$ cat config.mk
export PLATFORM = sky130hd
export DESIGN_NAME = wb_stage_mi
export DESIGN_NICKNAME = d
export VERILOG_FILES = /design/src/rtl/wb_stage_mi.sv
export SDC_FILE = /design/constraint.sdc
export NUM_CORES = 1
export LEC_CHECK = 0
export ABC_AREA = 0
export CAP_MARGIN = 10
export CORE_AREA = 2 2 169 171
export DETAILED_ROUTE_END_ITERATION = 16
export DIE_AREA = 0 0 171 173
export SYNTH_ARGS = -nofsm -noshare
export SYNTH_HDL_FRONTEND = slang
export SYNTH_SLANG_ARGS = --single-unit
$ cat constraint.sdc
create_clock -name clk -period 5.23 [get_ports clk]
set_input_delay 1.046 -clock clk [delete_from_list [all_inputs] [get_ports clk]]
set_output_delay 1.046 -clock clk [all_outputs]
set_load 0.02 [all_outputs]
$ cat src/rtl/wb_stage_mi.sv
// wb_stage_mi: multi-lane MEM->WB register driving RF/HI/LO writes, forwarding and the debug trace port.
// Define WB_TRACE_FIFO_EN to serialise every retiring lane through a trace FIFO; otherwise lane 0 is traced directly.
module wb_stage_mi #(
  parameter int LANES       = 2,
  parameter int TRACE_DEPTH = 8
) (
  input  logic                  clk,
  input  logic                  rst,
  input  logic                  hold_i,
  input  logic                  bubble_i,
  input  logic                  flush_i,
  input  logic [LANES-1:0]      in_valid,
  input  logic [32*LANES-1:0]   in_pc,
  input  logic [LANES-1:0]      in_rf_we,
  input  logic [5*LANES-1:0]    in_rf_waddr,
  input  logic [32*LANES-1:0]   in_rf_wdata,
  input  logic                  in_hi_we,
  input  logic                  in_lo_we,
  input  logic [31:0]           in_hi_wdata,
  input  logic [31:0]           in_lo_wdata,
  output logic [LANES-1:0]      rf_we,
  output logic [5*LANES-1:0]    rf_waddr,
  output logic [32*LANES-1:0]   rf_wdata,
  output logic                  hi_we,
  output logic                  lo_we,
  output logic [31:0]           hi_wdata,
  output logic [31:0]           lo_wdata,
  output logic                  trace_stall_req,
  output logic                  trace_overflow,
  output logic [31:0]           debug_wb_pc,
  output logic [3:0]            debug_wb_rf_wen,
  output logic [4:0]            debug_wb_rf_wnum,
  output logic [31:0]           debug_wb_rf_wdata
);

  logic        r_valid [LANES];
  logic [31:0] r_pc    [LANES];
  logic        r_we    [LANES];
  logic [4:0]  r_waddr [LANES];
  logic [31:0] r_wdata [LANES];
  logic        r_hi_we;
  logic        r_lo_we;
  logic [31:0] r_hi_wdata;
  logic [31:0] r_lo_wdata;

  logic                 w_load;
  logic [LANES-1:0]     w_rf_we;
  logic [32*LANES-1:0]  w_pc_flat;
  logic                 w_unused_pc;

  assign w_load = !flush_i && !bubble_i && !hold_i;

  always_ff @(posedge clk) begin
    if (rst || flush_i || bubble_i) begin
      for (int i = 0; i < LANES; i++) begin
        r_valid[i] <= 1'b0;
        r_pc[i]    <= 32'd0;
        r_we[i]    <= 1'b0;
        r_waddr[i] <= 5'd0;
        r_wdata[i] <= 32'd0;
      end
      r_hi_we    <= 1'b0;
      r_lo_we    <= 1'b0;
      r_hi_wdata <= 32'd0;
      r_lo_wdata <= 32'd0;
    end else if (!hold_i) begin
      for (int i = 0; i < LANES; i++) begin
        r_valid[i] <= in_valid[i];
        r_pc[i]    <= in_pc[32*i +: 32];
        r_we[i]    <= in_rf_we[i];
        r_waddr[i] <= in_rf_waddr[5*i +: 5];
        r_wdata[i] <= in_rf_wdata[32*i +: 32];
      end
      r_hi_we    <= in_hi_we;
      r_lo_we    <= in_lo_we;
      r_hi_wdata <= in_hi_wdata;
      r_lo_wdata <= in_lo_wdata;
    end
  end

  // A younger lane writing the same register wins; older lanes are squashed.
  always_comb begin
    for (int i = 0; i < LANES; i++) begin
      w_rf_we[i] = r_valid[i] & r_we[i];
      for (int j = i + 1; j < LANES; j++) begin
        if (r_valid[j] && r_we[j] && (r_waddr[j] == r_waddr[i])) w_rf_we[i] = 1'b0;
      end
    end
  end

  for (genvar g = 0; g < LANES; g++) begin : g_out
    assign rf_waddr[5*g +: 5]   = r_waddr[g];
    assign rf_wdata[32*g +: 32] = r_wdata[g];
    assign w_pc_flat[32*g +: 32] = r_pc[g];
  end

  assign w_unused_pc = ^w_pc_flat;

  assign rf_we    = w_rf_we;
  assign hi_we    = r_hi_we & r_valid[0];
  assign lo_we    = r_lo_we & r_valid[0];
  assign hi_wdata = r_hi_wdata;
  assign lo_wdata = r_lo_wdata;

`ifdef WB_TRACE_FIFO_EN
  localparam int PTR_W = $clog2(TRACE_DEPTH);
  localparam int CNT_W = $clog2(TRACE_DEPTH + 1);

  logic [31:0]      r_tq_pc    [TRACE_DEPTH];
  logic             r_tq_we    [TRACE_DEPTH];
  logic [4:0]       r_tq_waddr [TRACE_DEPTH];
  logic [31:0]      r_tq_wdata [TRACE_DEPTH];
  logic [PTR_W-1:0] r_wptr;
  logic [PTR_W-1:0] r_rptr;
  logic [CNT_W-1:0] r_count;
  logic             r_overflow;

  logic             w_pop;
  logic             w_empty;
  logic             w_drop;
  logic [CNT_W-1:0] w_space;
  logic [CNT_W-1:0] w_n_enq;
  logic [LANES-1:0] w_enq;
  logic [PTR_W-1:0] w_enq_off [LANES];

  assign w_empty = (r_count == '0);
  assign w_pop   = !w_empty;
  assign w_space = CNT_W'(TRACE_DEPTH) - r_count + CNT_W'(w_pop);

  // Valid lanes are packed in lane order; once space runs out the younger lanes are dropped.
  always_comb begin
    w_n_enq = '0;
    w_drop  = 1'b0;
    w_enq   = '0;
    for (int i = 0; i < LANES; i++) begin
      w_enq_off[i] = w_n_enq[PTR_W-1:0];
      if (w_load && in_valid[i]) begin
        if (w_n_enq < w_space) begin
          w_enq[i] = 1'b1;
          w_n_enq  = w_n_enq + 1'b1;
        end else begin
          w_drop = 1'b1;
        end
      end
    end
  end

  always_ff @(posedge clk) begin
    if (rst) begin
      r_wptr     <= '0;
      r_rptr     <= '0;
      r_count    <= '0;
      r_overflow <= 1'b0;
    end else begin
      for (int i = 0; i < LANES; i++) begin
        if (w_enq[i]) begin
          r_tq_pc[r_wptr + w_enq_off[i]]    <= in_pc[32*i +: 32];
          r_tq_we[r_wptr + w_enq_off[i]]    <= in_rf_we[i];
          r_tq_waddr[r_wptr + w_enq_off[i]] <= in_rf_waddr[5*i +: 5];
          r_tq_wdata[r_wptr + w_enq_off[i]] <= in_rf_wdata[32*i +: 32];
        end
      end
      r_wptr  <= r_wptr + w_n_enq[PTR_W-1:0];
      r_rptr  <= r_rptr + PTR_W'(w_pop);
      r_count <= r_count - CNT_W'(w_pop) + w_n_enq;
      if (w_drop) r_overflow <= 1'b1;
    end
  end

  assign debug_wb_pc       = w_empty ? 32'd0 : r_tq_pc[r_rptr];
  assign debug_wb_rf_wen   = {4{!w_empty && r_tq_we[r_rptr]}};
  assign debug_wb_rf_wnum  = w_empty ? 5'd0 : r_tq_waddr[r_rptr];
  assign debug_wb_rf_wdata = w_empty ? 32'd0 : r_tq_wdata[r_rptr];
  assign trace_stall_req   = (CNT_W'(TRACE_DEPTH) - r_count) < CNT_W'(2*LANES);
  assign trace_overflow    = r_overflow;
`else
  logic [31:0] w_unused_depth;
  logic        w_unused_load;

  assign w_unused_depth    = TRACE_DEPTH;
  assign w_unused_load     = w_load;
  assign debug_wb_pc       = r_pc[0];
  assign debug_wb_rf_wen   = {4{w_rf_we[0]}};
  assign debug_wb_rf_wnum  = r_waddr[0];
  assign debug_wb_rf_wdata = r_wdata[0];
  assign trace_stall_req   = 1'b0;
  assign trace_overflow    = 1'b0;
`endif

endmodule

# After elaboration in Yosys (flattened, before gate mapping)
# Memory sizes are Yosys's and may differ from the RTL's.
# Index checks and enable logic that the tools add are counted.
# word_totals
register_bits,66
latch_bits,0
ramBits,142
mem_bits_ro,0
input_bits,213
out_inout_bits,217
word_cells,44
memories,5
# memory_table
memory,depth,word_bits,read_ports,rd_ports_with_merged_regs,write_ports,line_no,text
r_pc,2,32,1,0,2,37,logic [31:0] r_pc [LANES];
r_wdata,2,32,2,0,2,40,logic [31:0] r_wdata [LANES];
r_waddr,2,5,2,0,2,39,logic [4:0] r_waddr [LANES];
r_valid,2,1,2,0,2,36,logic r_valid [LANES];
r_we,2,1,2,0,2,38,logic r_we [LANES];
# op_classes
n_addsub,0
mul,0
n_div,0
order_cmp,0
n_eq_ne,1
n_shift,0
mux,16
bitwise_logic,14
n_reduce_logical,4
# op_table
operator,n
32-bit 2-to-1 mux,4
1-bit 2-to-1 mux,10
5-bit 2-to-1 mux,2
1-bit bitwise OR,10
5-bit equality test,1
1-bit AND,4
1-bit logical AND,2
1-bit logical OR,2

# Logic depth before layout (Yosys ltp)
# Gate-level depths: netlist of run 1.
# depth
word_depth,5
ltp_mapped,6
depth_no_buf,3

# Least setup slack after synthesis of run 1
# Ideal clock, no wire load.
# synth_path
path_type,input-to-reg
from,input flush_i
to,memory r_pc[0][0] (enable)
setup_ps,463
arrival_ps,3719
t_required_ps,4767
path_slack_ps,1048
stages,6
n_path_buf,3
path_cell_list,nor3_1 and2_1 clkbuf_2 buf_6 buf_6 inv_1
# synth_rtl
item,line_no,text
"start, declared",11,"input logic flush_i,"
"end, declared",37,

==> results of run 1 <==
cells by family (layout without fill, tap and decap cells):
group / Yosys count / in the layout / synth area share [%]
other: 1 / 2 / 0.0576
xor gates and xnor gates: 5 / 5 / 0.673
buffers and inverters: 71 / 432 / 7.69
AOI/OAI and AO/OA: 67 / 67 / 8.98
DFF: 176 / 176 / 71.1
and+or+nand+nor: 118 / 118 / 11.5
layer usage:
layer  vias up  track usage, %
li1       2212               -
met1      2180            14.3
met2       212            22.2
met3        20            4.42
met4         2            3.85
met5         -               0
registers in the layout (all words and copies together), names as in the netlist:
name      flops
r_hi_we       1
lo_wdata     32
r_waddr      10
hi_wdata     32
r_pc         32
r_wdata      64
r_lo_we       1
r_valid       2
r_we          2
final cells by class:
cell class	count	share of cell area [%]
Tap cell	378	4.26
Clock inverter	15	1.77
Inverter	1	0.0563
Clock buffer	17	3.83
Sequential cell	176	41.6
Multi-Input combinational cell	192	12.5
Timing Repair Buffer	399	36.0
metrics by stage:
stage,cells,power [mW]
final,1178,3.26
after global routing,1178,3.39
after CTS,1178,3.32
after detailed placement,1146,1.93
after global placement,1146,1.93
after floorplan,439,1.69
layout by cell type (no fill, tap or decap), drive strengths merged:
cell type and count:
dfxtp 66, buf 4, inv 9, edfxtp 110, clkbuf 17, and2 114, nand2 1, a31oi 1
clkinv 3, xor2 4, a22o 66, bufinv 3, clkdlybuf4s50 395, nor4 2, clkinvlp 1, nor3 1
xnor2 1, conb 2
power by group:
part           switching (mW)  total (mW)  leakage, nW  internal, mW
clock                   0.592        1.36        0.306         0.772
combinational           0.143       0.365         2.08         0.222
sequential             0.0200        1.53         1.84          1.51
total                   0.756        3.26         4.23          2.51
cells in the mapped netlist:
| cell type | number |
|---|---|
| clkbuf_1 | 3 |
| dfxtp_1 | 66 |
| a31oi_1 | 1 |
| buf_6 | 4 |
| nor3_1 | 1 |
| buf_2 | 12 |
| nor4_1 | 1 |
| nor4_4 | 1 |
| nand2_1 | 1 |
| inv_1 | 1 |
| xor2_1 | 4 |
| clkbuf_2 | 1 |
| buf_4 | 50 |
| a22o_1 | 66 |
| conb_1 | 1 |
| edfxtp_1 | 110 |
| and2_1 | 114 |
| xnor2_1 | 1 |
path summary, 6_finish.rpt:
path	endpoint
worst max-delay path	debug_wb_rf_wen[2]
worst min-delay path	r_hi_we$_SDFFE_PP0N_
worst max register to register	lo_wdata[23]$_SDFFE_PP0N_
worst min register to register	r_hi_we$_SDFFE_PP0N_
==> results.md, run 1 <==
* Arr. time, crit path at 2.40 ns
* Syn_area_per_cell at 14.9 µm²
* Hold Path Depth at 1
* Die area at 0.0296 mm²
* Layout cell share with drive strength beyond 1 at 4.88%
* PnR worst setup slack at 1.78 ns
* Number of routed nets with antenna violations at 0
* Synthesized area at 0.00651 mm²
* First-pass GRT wire length at 28.1 mm
* Pwr/cell area at 294 mW/mm²
* Setup tns final at 0 ns
* Worst Tran Pin Value at 0.920 ns
* Placer Congestion at 0.730
* Met3 routed WL at 1.54 mm
* Starting Density at 23.5%
* Critical Path Stages at 4
* Worst-path clk slew at 0.07 ns
* R2r setup slk at 4.58 ns
* Root Buffer: clkbuf_16
* Static leakage at 4.23 nW
* Post-synthesis sequential area ratio at 71.1%
* Finished Cell Area at 0.0111 mm²
* Peak VDD IR at 196 µV
* Dominant cell type by area after synthesis: edfxtp_1
* CP Class: register to output pin
* CP peak stage delay at 0.71 ns
* Drt first-iter violations at 285
* Slowest CP cell: clkdlybuf4s50_1
* # clock sinks at 176
* Detailed-route wire length at 19.3 mm
* Routed vias at 4626
* Worst Path Max Fanout at 5
* Die Y at 173 µm
* # Post-CTS Setup Buffers at 0
* Vias per cell at 3.93
* Largest net degree at the start of global routing at 92
* Total iterations of the first detailed-routing run at 4
* FF-to-FF Start: lo_wdata[23]$_SDFFE_PP0N_
* Top cells by area, synth: edfxtp_1 51%, dfxtp_1 20%, and2_1 11%
* Number of fill cells at 2639
* Post-DP HPWL at 14.1 mm
* Final #Nets at 1000
* TritonCTS Buffers at 17
* Site Rows at 61
* Critical Path, Cell by Cell: xor2_1 -> nor4_1 -> a31oi_1 -> clkdlybuf4s50_1
* Synth Warn # at 0
* Die W at 171 µm
* Delay-heaviest family, CP: buffers and inverters
* Avg WL per Cell at 16.4 µm
* Max Slew Vio Count at 0
* Hold Startpoint: r_hi_we$_SDFFE_PP0N_
* Core Region at 0.0276 mm²
* Worst Setup Start Kind: register
* CP startpoint: r_waddr[0][3]$_SDFFCE_PN0P_
* Fin Hold WS at 0.472 ns
* Clk buf depth at 2
* RSZ-0062 raised after global routing: false
* Maxcap violations at 0
* Synth Register Bits at 176
* Skew-Pair Late Insertion Delay at 0.42 ns
* Initial antenna violation count at 1
* Cell count after synthesis at 438
* Yosys top cell area share at 50.8%
* Max Used Layer: met5
* WL met2 at 9.75 mm
* Critical Path RT at 4.18 ns
* Multi-input logic area at 0.00139 mm²
* Critical Path End Type: output pin
* Dpl ws at 2.08 ns
* CTS tree: done
* GRT Total Usage at 12.6%
* Crit path time final at 3.45 ns
* Vias in the first global route at 4604
* Fmax at 0.290 GHz
* Yosys cell types at 18
* Status: completed
* CTS resizes at 0
* Final hold vios at 0
* Slew HR at 38.7%
* Final Setup Violations at 0
* # DRC at 0
* Clock skew at 0 ns
* WP buf/inv at 1
* Seq. cell area at 0.00462 mm²
* Path category of the worst min-delay check: register to register
* Area grow syn2layout at 70.7%
* I/O Pins at 430
* H-Tree Depth at 4
* Gr ovfl total at 0
* DP Area at 0.0105 mm²
* Wl on met1 at 7.66 mm
* Fin util at 40.2%
* Tcrit/Tclk final at 65.9%
* Worst-case reg-to-reg path depth at 1
* # hold bufs at CTS at 0
* Port buffer count at 395
* Ant diodes at 0
No activity file was read; power rests on OpenSTA's default activity.
==> run 2: changes to the inputs <==
==> constraint.sdc (replaced) <==
create_clock -name clk -period 3.2 [get_ports clk]
set_input_delay 0.64 -clock clk [delete_from_list [all_inputs] [get_ports clk]]
set_output_delay 0.64 -clock clk [all_outputs]
set_load 0.02 [all_outputs]
==> results.md, run 2 (same netlist as run 1, synthesis figures left out) <==
* CP peak stage delay at 0.69 ns
* I/O Pins at 430
* Clock skew at 0 ns
* Die Y at 173 µm
* CP Class: register to output pin
* Final hold vios at 0
* DP Area at 0.0106 mm²
* Vias per cell at 3.91
* Dpl ws at 0.382 ns
* Most common cell after layout, fill and taps aside: clkdlybuf4s50_1
* Worst-path clk slew at 0.07 ns
* Critical Path End Type: output pin
* Vias in the first global route at 4544
* Fin Hold WS at 0.472 ns
* Path category of the worst min-delay check: register to register
* PnR worst setup slack at 0.203 ns
* Arr. time, crit path at 2.36 ns
* Critical Path RT at 2.56 ns
* GRT Total Usage at 12.6%
* Max Slew Vio Count at 0
* Layout cell share with drive strength beyond 1 at 5.71%
* Status: completed
* Die W at 171 µm
* RSZ-0062 raised after global routing: false
* Fin util at 40.6%
* Starting Density at 23.5%
* Site Rows at 61
* Max FFs per register at 64
* CTS tree: done
* H-Tree Depth at 4
* Drt first-iter violations at 225
* Finished Cell Area at 0.0112 mm²
* Skew-Pair Late Insertion Delay at 0.42 ns
* CTS resizes at 1
* Slowest CP cell: clkdlybuf4s50_1
* Initial antenna violation count at 2
* # Post-CTS Setup Buffers at 0
* Tcrit/Tclk final at 93.7%
* Critical Path, Cell by Cell: xor2_1 -> nor4_2 -> a31oi_2 -> clkdlybuf4s50_1
* Static leakage at 4.26 nW
* Worst Setup Start Kind: register
* Port buffer count at 395
* Clk buf depth at 2
* Avg WL per Cell at 16.1 µm
* First-pass GRT wire length at 27.7 mm
* Area grow syn2layout at 72.2%
* Worst Path Max Fanout at 5
* # DRC at 0
* Setup tns final at 0 ns
* Die area at 0.0296 mm²
* Worst Tran Pin Value at 0.661 ns
* Largest net degree at the start of global routing at 67
* Slew HR at 55.6%
* Root Buffer: clkbuf_16
* TritonCTS Buffers at 17
* Total iterations of the first detailed-routing run at 4
* Core Region at 0.0276 mm²
* Detailed-route wire length at 19.1 mm
* Peak VDD IR at 206 µV
* Final Setup Violations at 0
* Crit path time final at 3.00 ns
* Final #Nets at 1006
* Gr ovfl total at 0
* # hold bufs at CTS at 0
* Number of routed nets with antenna violations at 0
* Routed vias at 4639
* Post-DP HPWL at 14.3 mm
* Fmax at 0.334 GHz
* Pwr/cell area at 466 mW/mm²
* Commonest non-fill, non-tap cells in the layout: 395 x clkdlybuf4s50_1, 113 x and2_1, 110 x edfxtp_1, 66 x a22o_1, 66 x dfxtp_1
* # clock sinks at 176
* Maxcap violations at 0
* Placer Congestion at 0.718
* Most flop-heavy register: r_wdata
[run 2: worst paths after layout]
| path | start | end | slack, ns | cells after the start |
|---|---|---|---|---|
| max reg2reg | hi_wdata[11]$_SDFFE_PP0N_ | hi_wdata[11]$_SDFFE_PP0N_ | 2.56 | 1 |
| max | r_waddr[0][3]$_SDFFCE_PN0P_ | debug_wb_rf_wen[2] | 0.20 | 4 |
| min reg2reg | r_lo_we$_SDFFE_PP0N_ | r_lo_we$_SDFFE_PP0N_ | 0.47 | 1 |
| min | r_lo_we$_SDFFE_PP0N_ | r_lo_we$_SDFFE_PP0N_ | 0.47 | 1 |
[run 2: worst max-delay path: cells and delay by family, from the launching register on]
family,cells,cell delay [ns]
buf+inv,1,0.69
compound gates,1,0.36
xor+xnor,1,0.32
simple gates,1,0.10
flops,1,0.46
[run 2: area by class of cell]
| cell class | count | area [µm²] |
|---|---|---|
| Tap cell | 378 | 473 |
| Timing Repair Buffer | 405 | 4090 |
| Multi-Input combinational cell | 192 | 1400 |
| Sequential cell | 176 | 4620 |
| Clock inverter | 7 | 71.3 |
| Clock buffer | 25 | 532 |
| Antenna cell | 1 | 2.50 |
| Inverter | 1 | 7.51 |
| Fill cell | 2640 | 16400 |
[run 2: layer usage]
metal	global-route usage, %	wire length, µm
met5	0	7
met4	4.56	290
met3	4.85	1730
met2	21.8	9630
met1	14.0	7400
[run 2: per-stage QoR]
step                power (mW)  instances
floorplan                 2.77        439
global route              5.42       1184
finish                    5.23       1185
global placement          3.16       1152
detailed placement        3.16       1152
CTS                       5.30       1184
[run 2: power by group]
group	internal [mW]	switching (mW)	total, mW
logic	0.369	0.237	0.606
clock network	1.24	0.879	2.12
registers	2.47	0.0312	2.50
